$ cat src/rtl/bus_uart_device.sv
// Memory-mapped 8N1 UART: TX/RX byte FIFOs, four-register CSR window, RX interrupt source.
// Reads return data one cycle after the strobe; no wait states; full FIFOs drop and flag.

module bus_uart_fifo #(
  parameter int DEPTH = 16,
  parameter int W     = 8
)(
  input  logic         clk,
  input  logic         rst,
  input  logic         i_push,
  input  logic         i_pop,
  input  logic [W-1:0] i_dat,
  output logic [W-1:0] o_dat,
  output logic         o_full,
  output logic         o_empty
);
  localparam int AW = $clog2(DEPTH);

  logic [AW:0]  r_wr_ptr;
  logic [AW:0]  r_rd_ptr;
  logic [W-1:0] r_mem [DEPTH];
  logic         w_do_push;
  logic         w_do_pop;

  assign o_empty   = (r_wr_ptr == r_rd_ptr);
  assign o_full    = (r_wr_ptr[AW] != r_rd_ptr[AW]) && (r_wr_ptr[AW-1:0] == r_rd_ptr[AW-1:0]);
  assign o_dat     = r_mem[r_rd_ptr[AW-1:0]];
  assign w_do_push = i_push && !o_full;
  assign w_do_pop  = i_pop && !o_empty;

  always_ff @(posedge clk) begin
    if (w_do_push) r_mem[r_wr_ptr[AW-1:0]] <= i_dat;
  end

  always_ff @(posedge clk or posedge rst) begin
    if (rst) begin
      r_wr_ptr <= '0;
      r_rd_ptr <= '0;
    end else begin
      if (w_do_push) r_wr_ptr <= r_wr_ptr + 1'b1;
      if (w_do_pop)  r_rd_ptr <= r_rd_ptr + 1'b1;
    end
  end
endmodule

module bus_uart_device #(
  parameter logic [63:0] BASE_ADDR    = 64'h0000_0000_1000_0000,
  parameter int          CLKS_PER_BIT = 434,
  parameter int          FIFO_DEPTH   = 16
)(
  input  logic        clk,
  input  logic        reset,
  input  logic [63:0] bus_address,
  input  logic [63:0] bus_write_data,
  input  logic        bus_write_enable,
  input  logic        bus_read_enable,
  output logic [63:0] bus_read_data,
  output logic [3:0]  interrupt_vector,
  input  logic        interrupt_ack,
  output logic        uart_tx,
  input  logic        uart_rx
);
  localparam int           CW       = $clog2(CLKS_PER_BIT);
  localparam logic [CW-1:0] CNT_LAST = CW'(CLKS_PER_BIT - 1);
  localparam logic [CW-1:0] CNT_HALF = CW'(CLKS_PER_BIT / 2 - 1);

  typedef enum logic [1:0] {S_IDLE, S_START, S_DATA, S_STOP} uart_st_t;
  typedef enum logic [1:0] {I_IDLE, I_RAISED, I_SERVICED} irq_st_t;

  // Bus decode
  logic       w_hit;
  logic [1:0] w_idx;
  logic       w_wr;
  logic       w_rd;
  logic       w_unused;

  assign w_hit    = (bus_address[63:5] == BASE_ADDR[63:5]);
  assign w_idx    = bus_address[4:3];
  assign w_wr     = bus_write_enable && w_hit;
  assign w_rd     = bus_read_enable && !bus_write_enable && w_hit;
  assign w_unused = ^{bus_write_data[63:8], bus_address[2:0]};

  // FIFOs
  logic       w_tx_push_req;
  logic       w_tx_pop;
  logic [7:0] w_tx_dout;
  logic       w_tx_full;
  logic       w_tx_empty;
  logic       w_rx_push;
  logic       w_rx_pop;
  logic [7:0] w_rx_dout;
  logic       w_rx_full;
  logic       w_rx_empty;
  logic [7:0] r_rx_shift;

  assign w_tx_push_req = w_wr && (w_idx == 2'd0);
  assign w_rx_pop      = w_rd && (w_idx == 2'd1) && !w_rx_empty;

  bus_uart_fifo #(.DEPTH(FIFO_DEPTH), .W(8)) u_tx_fifo (
    .clk     (clk),
    .rst     (reset),
    .i_push  (w_tx_push_req),
    .i_pop   (w_tx_pop),
    .i_dat   (bus_write_data[7:0]),
    .o_dat   (w_tx_dout),
    .o_full  (w_tx_full),
    .o_empty (w_tx_empty)
  );

  bus_uart_fifo #(.DEPTH(FIFO_DEPTH), .W(8)) u_rx_fifo (
    .clk     (clk),
    .rst     (reset),
    .i_push  (w_rx_push),
    .i_pop   (w_rx_pop),
    .i_dat   (r_rx_shift),
    .o_dat   (w_rx_dout),
    .o_full  (w_rx_full),
    .o_empty (w_rx_empty)
  );

  // TX serializer
  uart_st_t      r_tx_st, w_tx_st_nxt;
  logic [CW-1:0] r_tx_cnt, w_tx_cnt_nxt;
  logic [2:0]    r_tx_bit, w_tx_bit_nxt;
  logic [7:0]    r_tx_shift, w_tx_shift_nxt;
  logic          r_uart_tx, w_tx_line_nxt;

  always_ff @(posedge clk or posedge reset) begin
    if (reset) begin
      r_tx_st    <= S_IDLE;
      r_tx_cnt   <= '0;
      r_tx_bit   <= '0;
      r_tx_shift <= '0;
      r_uart_tx  <= 1'b1;
    end else begin
      r_tx_st    <= w_tx_st_nxt;
      r_tx_cnt   <= w_tx_cnt_nxt;
      r_tx_bit   <= w_tx_bit_nxt;
      r_tx_shift <= w_tx_shift_nxt;
      r_uart_tx  <= w_tx_line_nxt;
    end
  end

  always_comb begin
    w_tx_st_nxt    = r_tx_st;
    w_tx_cnt_nxt   = r_tx_cnt + CW'(1);
    w_tx_bit_nxt   = r_tx_bit;
    w_tx_shift_nxt = r_tx_shift;
    w_tx_pop       = 1'b0;
    case (r_tx_st)
      S_IDLE: begin
        w_tx_cnt_nxt = '0;
        if (!w_tx_empty) begin
          w_tx_pop       = 1'b1;
          w_tx_st_nxt    = S_START;
          w_tx_shift_nxt = w_tx_dout;
        end
      end
      S_START: begin
        if (r_tx_cnt == CNT_LAST) begin
          w_tx_cnt_nxt = '0;
          w_tx_bit_nxt = '0;
          w_tx_st_nxt  = S_DATA;
        end
      end
      S_DATA: begin
        if (r_tx_cnt == CNT_LAST) begin
          w_tx_cnt_nxt   = '0;
          w_tx_shift_nxt = {1'b0, r_tx_shift[7:1]};
          if (r_tx_bit == 3'd7) w_tx_st_nxt = S_STOP;
          else                  w_tx_bit_nxt = r_tx_bit + 3'd1;
        end
      end
      S_STOP: begin
        if (r_tx_cnt == CNT_LAST) begin
          w_tx_cnt_nxt = '0;
          // Chain straight into the next start bit so frames are gapless.
          if (!w_tx_empty) begin
            w_tx_pop       = 1'b1;
            w_tx_st_nxt    = S_START;
            w_tx_shift_nxt = w_tx_dout;
          end else begin
            w_tx_st_nxt = S_IDLE;
          end
        end
      end
      default: w_tx_st_nxt = S_IDLE;
    endcase
    case (w_tx_st_nxt)
      S_START: w_tx_line_nxt = 1'b0;
      S_DATA:  w_tx_line_nxt = w_tx_shift_nxt[0];
      default: w_tx_line_nxt = 1'b1;
    endcase
  end

  assign uart_tx = r_uart_tx;

  // RX deserializer
  logic          r_rx_s1, r_rx_s2, r_rx_prev;
  uart_st_t      r_rx_st, w_rx_st_nxt;
  logic [CW-1:0] r_rx_cnt, w_rx_cnt_nxt;
  logic [2:0]    r_rx_bit, w_rx_bit_nxt;
  logic [7:0]    w_rx_shift_nxt;
  logic          w_ferr_set;

  always_ff @(posedge clk or posedge reset) begin
    if (reset) begin
      r_rx_s1    <= 1'b1;
      r_rx_s2    <= 1'b1;
      r_rx_prev  <= 1'b1;
      r_rx_st    <= S_IDLE;
      r_rx_cnt   <= '0;
      r_rx_bit   <= '0;
      r_rx_shift <= '0;
    end else begin
      r_rx_s1    <= uart_rx;
      r_rx_s2    <= r_rx_s1;
      r_rx_prev  <= r_rx_s2;
      r_rx_st    <= w_rx_st_nxt;
      r_rx_cnt   <= w_rx_cnt_nxt;
      r_rx_bit   <= w_rx_bit_nxt;
      r_rx_shift <= w_rx_shift_nxt;
    end
  end

  always_comb begin
    w_rx_st_nxt    = r_rx_st;
    w_rx_cnt_nxt   = r_rx_cnt + CW'(1);
    w_rx_bit_nxt   = r_rx_bit;
    w_rx_shift_nxt = r_rx_shift;
    w_rx_push      = 1'b0;
    w_ferr_set     = 1'b0;
    case (r_rx_st)
      S_IDLE: begin
        w_rx_cnt_nxt = '0;
        if (r_rx_prev && !r_rx_s2) w_rx_st_nxt = S_START;
      end
      S_START: begin
        // Mid-start check rejects glitches shorter than half a bit.
        if (r_rx_cnt == CNT_HALF) begin
          w_rx_cnt_nxt = '0;
          w_rx_bit_nxt = '0;
          w_rx_st_nxt  = r_rx_s2 ? S_IDLE : S_DATA;
        end
      end
      S_DATA: begin
        if (r_rx_cnt == CNT_LAST) begin
          w_rx_cnt_nxt   = '0;
          w_rx_shift_nxt = {r_rx_s2, r_rx_shift[7:1]};
          if (r_rx_bit == 3'd7) w_rx_st_nxt = S_STOP;
          else                  w_rx_bit_nxt = r_rx_bit + 3'd1;
        end
      end
      S_STOP: begin
        if (r_rx_cnt == CNT_LAST) begin
          w_rx_cnt_nxt = '0;
          w_rx_st_nxt  = S_IDLE;
          w_rx_push    = r_rx_s2;
          w_ferr_set   = !r_rx_s2;
        end
      end
      default: w_rx_st_nxt = S_IDLE;
    endcase
  end

  // Sticky status flags and control
  logic r_tx_ovf, r_rx_ovr, r_ferr, r_ctrl;
  logic w_stat_rd;

  assign w_stat_rd = w_rd && (w_idx == 2'd2);

  always_ff @(posedge clk or posedge reset) begin
    if (reset) begin
      r_tx_ovf <= 1'b0;
      r_rx_ovr <= 1'b0;
      r_ferr   <= 1'b0;
      r_ctrl   <= 1'b0;
    end else begin
      r_tx_ovf <= (w_tx_push_req && w_tx_full) || (r_tx_ovf && !w_stat_rd);
      r_rx_ovr <= (w_rx_push && w_rx_full) || (r_rx_ovr && !w_stat_rd);
      r_ferr   <= w_ferr_set || (r_ferr && !w_stat_rd);
      if (w_wr && (w_idx == 2'd3)) r_ctrl <= bus_write_data[0];
    end
  end

  // Read data
  logic [63:0] w_rdata;
  logic [63:0] r_rdata;

  always_comb begin
    w_rdata = '0;
    case (w_idx)
      2'd1:    w_rdata = {55'b0, !w_rx_empty, (w_rx_empty ? 8'h00 : w_rx_dout)};
      2'd2:    w_rdata = {58'b0, r_ferr, r_rx_ovr, r_tx_ovf, w_rx_empty, w_tx_full, w_tx_empty};
      2'd3:    w_rdata = {63'b0, r_ctrl};
      default: w_rdata = '0;
    endcase
  end

  always_ff @(posedge clk or posedge reset) begin
    if (reset)                r_rdata <= '0;
    else if (bus_read_enable) r_rdata <= w_rd ? w_rdata : 64'd0;
  end

  assign bus_read_data = r_rdata;

  // Interrupt handshake
  irq_st_t    r_irq_st, w_irq_st_nxt;
  logic [3:0] r_irq_vec;

  always_ff @(posedge clk or posedge reset) begin
    if (reset) begin
      r_irq_st  <= I_IDLE;
      r_irq_vec <= 4'd0;
    end else begin
      r_irq_st  <= w_irq_st_nxt;
      r_irq_vec <= (w_irq_st_nxt == I_RAISED) ? 4'd1 : 4'd0;
    end
  end

  always_comb begin
    w_irq_st_nxt = r_irq_st;
    case (r_irq_st)
      I_IDLE:     if (r_ctrl && !w_rx_empty) w_irq_st_nxt = I_RAISED;
      I_RAISED: begin
        if (!r_ctrl)            w_irq_st_nxt = I_IDLE;
        else if (interrupt_ack) w_irq_st_nxt = I_SERVICED;
      end
      I_SERVICED: if (w_rx_empty || !r_ctrl) w_irq_st_nxt = I_IDLE;
      default:    w_irq_st_nxt = I_IDLE;
    endcase
  end

  assign interrupt_vector = r_irq_vec;
endmodule
$ cat config.mk
export PLATFORM = sky130hd
export DESIGN_NAME = bus_uart_device
export DESIGN_NICKNAME = d
export VERILOG_FILES = /design/src/rtl/bus_uart_device.sv
export SDC_FILE = /design/constraint.sdc
export NUM_CORES = 1
export LEC_CHECK = 0
export BUFFER_PORTS_ARGS = -buffer_cell sky130_fd_sc_hd__buf_2
export CAP_MARGIN = 20
export CORE_MARGIN = 1.5
export CORE_UTILIZATION = 52
export CTS_BUF_LIST = sky130_fd_sc_hd__clkbuf_16
export DETAILED_ROUTE_END_ITERATION = 8
export HOLD_SLACK_MARGIN = 0.15
export PLACE_DENSITY = 0.79
export SYNTH_ARGS = -nofsm -noshare
export SYNTH_HDL_FRONTEND = slang
export SYNTH_SLANG_ARGS = --single-unit
$ cat constraint.sdc
create_clock -name clk -period 2.6 [get_ports clk]
set_input_delay 0.13 -clock clk [delete_from_list [all_inputs] [get_ports clk]]
set_output_delay 0.13 -clock clk [all_outputs]
set_load 0.03 [all_outputs]
==> out/qor.txt <==
Final Max Slew Viols - 0
CTS Buffer Depth - 3
number of synthesized flops with an enable pin - 256
Lkg Pwr - 5.993 nW
ratio of cells with drive above 1 in the final layout - 25.64%
sequential share of the synthesized area - 67.06%
WS Path Type - reg2reg
run status - finished clean
starting density of the core - 52.72%
GRT Total Usage - 20.79%
Yosys warnings - 0
first-pass GRT wire length - 45.52 mm
RePlAce Congestion - 0.8203
routed via count - 8,285
via/cell ratio - 5.606
Mapped Area - 0.01461 mm^2
Non-Filler Instances - 1,478
Synth async-reset ratio - 24.71%
clock transition at the registers of the reported paths - 0.06 ns
setup repair bufs after CTS - 0
min cycle time layout - 2.394 ns
IR drop worst, VDD - 0.5451 mV
Routed WL - 29.97 mm
critical path required time - 2.82 ns
Rows - 61
Synth Register Bits - 340
measured slew at the worst slew-check pin - 0.7852 ns
Boundary Pins - 203
Hold Crit Class - in2reg
Routed Antenna Nets - 0
pwr dens - 652.2 mW/mm^2
Layout area overhead - 16.16%
largest net degree at the start of global routing - 46
Die X - 170.6 um
Crit Path Max Fanout - 8
drt first pass iters - 5
DRT iter0 DRCs - 799
cell total after placement - 1,397
Syn Area/Cell - 16.03 um^2
slew margin rel. - 47.60%
vias in the first global route - 8,316
grt total ovfl - 0
Final Hold Fails - 0
routed length per instance - 20.28 um
DP Wirelength - 19.36 mm
Post-layout nets - 1,233
antenna violations before repair - 0
post-route DRC violation count - 0
Final Skew - 0.02439 ns
Top FF cell, synth - edfxtp_1
CTS tree - done
startpoint types - register
Worst-Skew Late Latency - 0.52 ns
# fillers - 1,994
Core Region - 0.02771 mm^2
crit path DAT - 2.61 ns
Die Span Y - 170.6 um
Final Power - 11.07 mW
Synth Instances - 911
clock root buffer - clkbuf_16
maxcap violations - 0
port bufs - 85
crit path capture type - register
Tcrit/Tclk final - 92.09%
FMAX - 0.4176 GHz
CTS HTree Levels - 2
Antenna diodes - 0
# clock sinks - 340
Synth cell types - 61
die footprint - 0.02910 mm^2
CTS Buf Count - 35
Final setup viols - 0
## state kept, by name, summed over array words and instances, names as in the netlist, 2 cells and up, named ones only
register and cells:
bus_read_data 9, r_irq_st 2, r_rx_bit 3, r_rx_cnt 9, r_rx_shift 8, r_tx_bit 3
r_tx_cnt 9, r_tx_shift 8, r_tx_st 2, u_rx_fifo.r_mem 128, u_rx_fifo.r_rd_ptr 5, u_rx_fifo.r_wr_ptr 5
u_tx_fifo.r_mem 128, u_tx_fifo.r_rd_ptr 5, u_tx_fifo.r_wr_ptr 5
## layout by cell type (no fill, tap or decap), types with 8 or more instances in the layout
cell type	netlist	layout
nor4_1	18	18
nor3_1	12	12
clkbuf_16	0	36
conb_1	1	58
xor2_1	18	18
mux4_2	73	73
and3_1	10	10
edfxtp_1	256	256
a22o_1	8	8
nand4_1	18	18
o21ai_0	18	18
nand3_1	14	14
clkinv_1	1	9
buf_12	0	10
ha_1	25	25
inv_1	21	27
dfrtp_1	80	78
buf_4	59	47
clkinv_2	0	8
and2_1	11	11
nand2_1	65	65
a22oi_1	20	20
xnor2_1	23	23
dlygate4sd3_1	0	18
nor2_1	49	49
buf_2	16	85
## synthesized netlist by cell type, drive strengths merged (3+ instances only)
cell type	instances	area share [%]
clkbuf	15	0.39
or2	3	0.13
mux4	73	11
a21oi	7	0.32
a22oi	20	1.0
xnor2	23	1.4
a22o	8	0.48
inv	21	0.54
nor3	12	0.41
xor2	18	1.1
dfstp	4	0.72
a2bb2oi	3	0.18
a221oi	6	0.36
a21o	3	0.15
buf	76	3.6
nand2b	3	0.13
mux2	5	0.39
edfxtp	256	53
nand2	65	1.7
nand3b	3	0.15
and3	10	0.43
o21ai	19	0.65
ha	25	2.1
nor2	50	1.3
dfrtp	80	14
o2bb2ai	4	0.24
and2	11	0.47
nor4	18	0.77
nor2b	6	0.26
nand4	18	0.77
nand3	14	0.48
o31ai	3	0.15
## metrics by stage
step	instance area (um^2)	hold slack (ns)	utilization [%]	setup TNS, ns	setup WS, ns
after floorplan	14820	0.1345	-	-5.151	-0.1610
after CTS	16960	0.2464	61.20	0	0.1390
final	16970	0.2844	61.23	0	0.2056
after global routing	16970	0.2676	61.23	-0.002075	-0.001251
after detailed placement	15690	0.2382	56.64	0	0.1432
after global placement	15690	0.2353	56.64	0	0.2234
## critical path, cell delays in order (launching register included)
cell      delay, ns
dfrtp_1        0.42
inv_1          0.10
ha_1           0.19
and4b_1        0.20
nand4b_1       0.14
a211oi_1       0.23
buf_4          0.21
nor3b_2        0.25
and2_1         0.22
buf_12         0.14
## repair_timing
item,4_1_cts,5_1_grt
endpoints found under the hold margin,194,0
gates resized for setup,0,2
endpoints found under the setup margin,0,34
hold buffers,18,0
## report_power, final
part	internal [mW]	switching [mW]	total (mW)
clock network	2.72	1.98	4.70
logic	0.145	0.311	0.457
registers	5.85	0.0563	5.91
## layer usage
layer	wire length, um	GRT usage, %	part of all wire (%)	vias up
met1	11960	26.46	40	4187
met5	0	0	0	-
li1	-	-	-	3712
met2	15260	36.08	51	338
met3	1981	3.701	6.6	48
met4	767	7.118	2.6	0
## area by class of cell
cell class,instances,area (um^2),area share [%]
multi-input combinational,515,4368,25.75
clock buffer,36,900.9,5.310
inverter,22,83.83,0.4941
clock inverter,27,183.9,1.084
tap,378,473.0,2.788
sequential,340,9797,57.75
timing repair buffer,160,1159,6.829
## worst paths after layout
| path | from | to | slack, ns | depth (start not counted) |
|---|---|---|---|---|
| setup / recovery | r_rx_cnt[1]$_DFF_PP0_ | u_rx_fifo.r_mem[3][6]$_DFFE_PP_ | 0.21 | 9 |
| hold / removal | uart_rx | r_rx_s1$_DFF_PP1_ | 0.28 | 2 |
| setup reg to reg | r_rx_cnt[1]$_DFF_PP0_ | u_rx_fifo.r_mem[3][6]$_DFFE_PP_ | 0.21 | 9 |
| hold reg to reg | r_rx_s1$_DFF_PP1_ | r_rx_s2$_DFF_PP1_ | 0.36 | 0 |
| max in group asynchronous | reset | r_rx_s1$_DFF_PP1_ | 1.58 | 4 |
| min in group asynchronous | reset | r_tx_cnt[3]$_DFF_PP0_ | 0.29 | 3 |
## cell families after synthesis
kind of cell | Yosys count | synth area share [%]
compound gates | 86 | 4.309
xor+xnor | 41 | 2.459
fa+ha+maj | 25 | 2.142
buf+inv | 113 | 4.557
flops | 340 | 67.06
mux | 78 | 11.64
other cells | 1 | 0.02568
simple gates | 227 | 7.805
(Power assumes the default switching activity.)
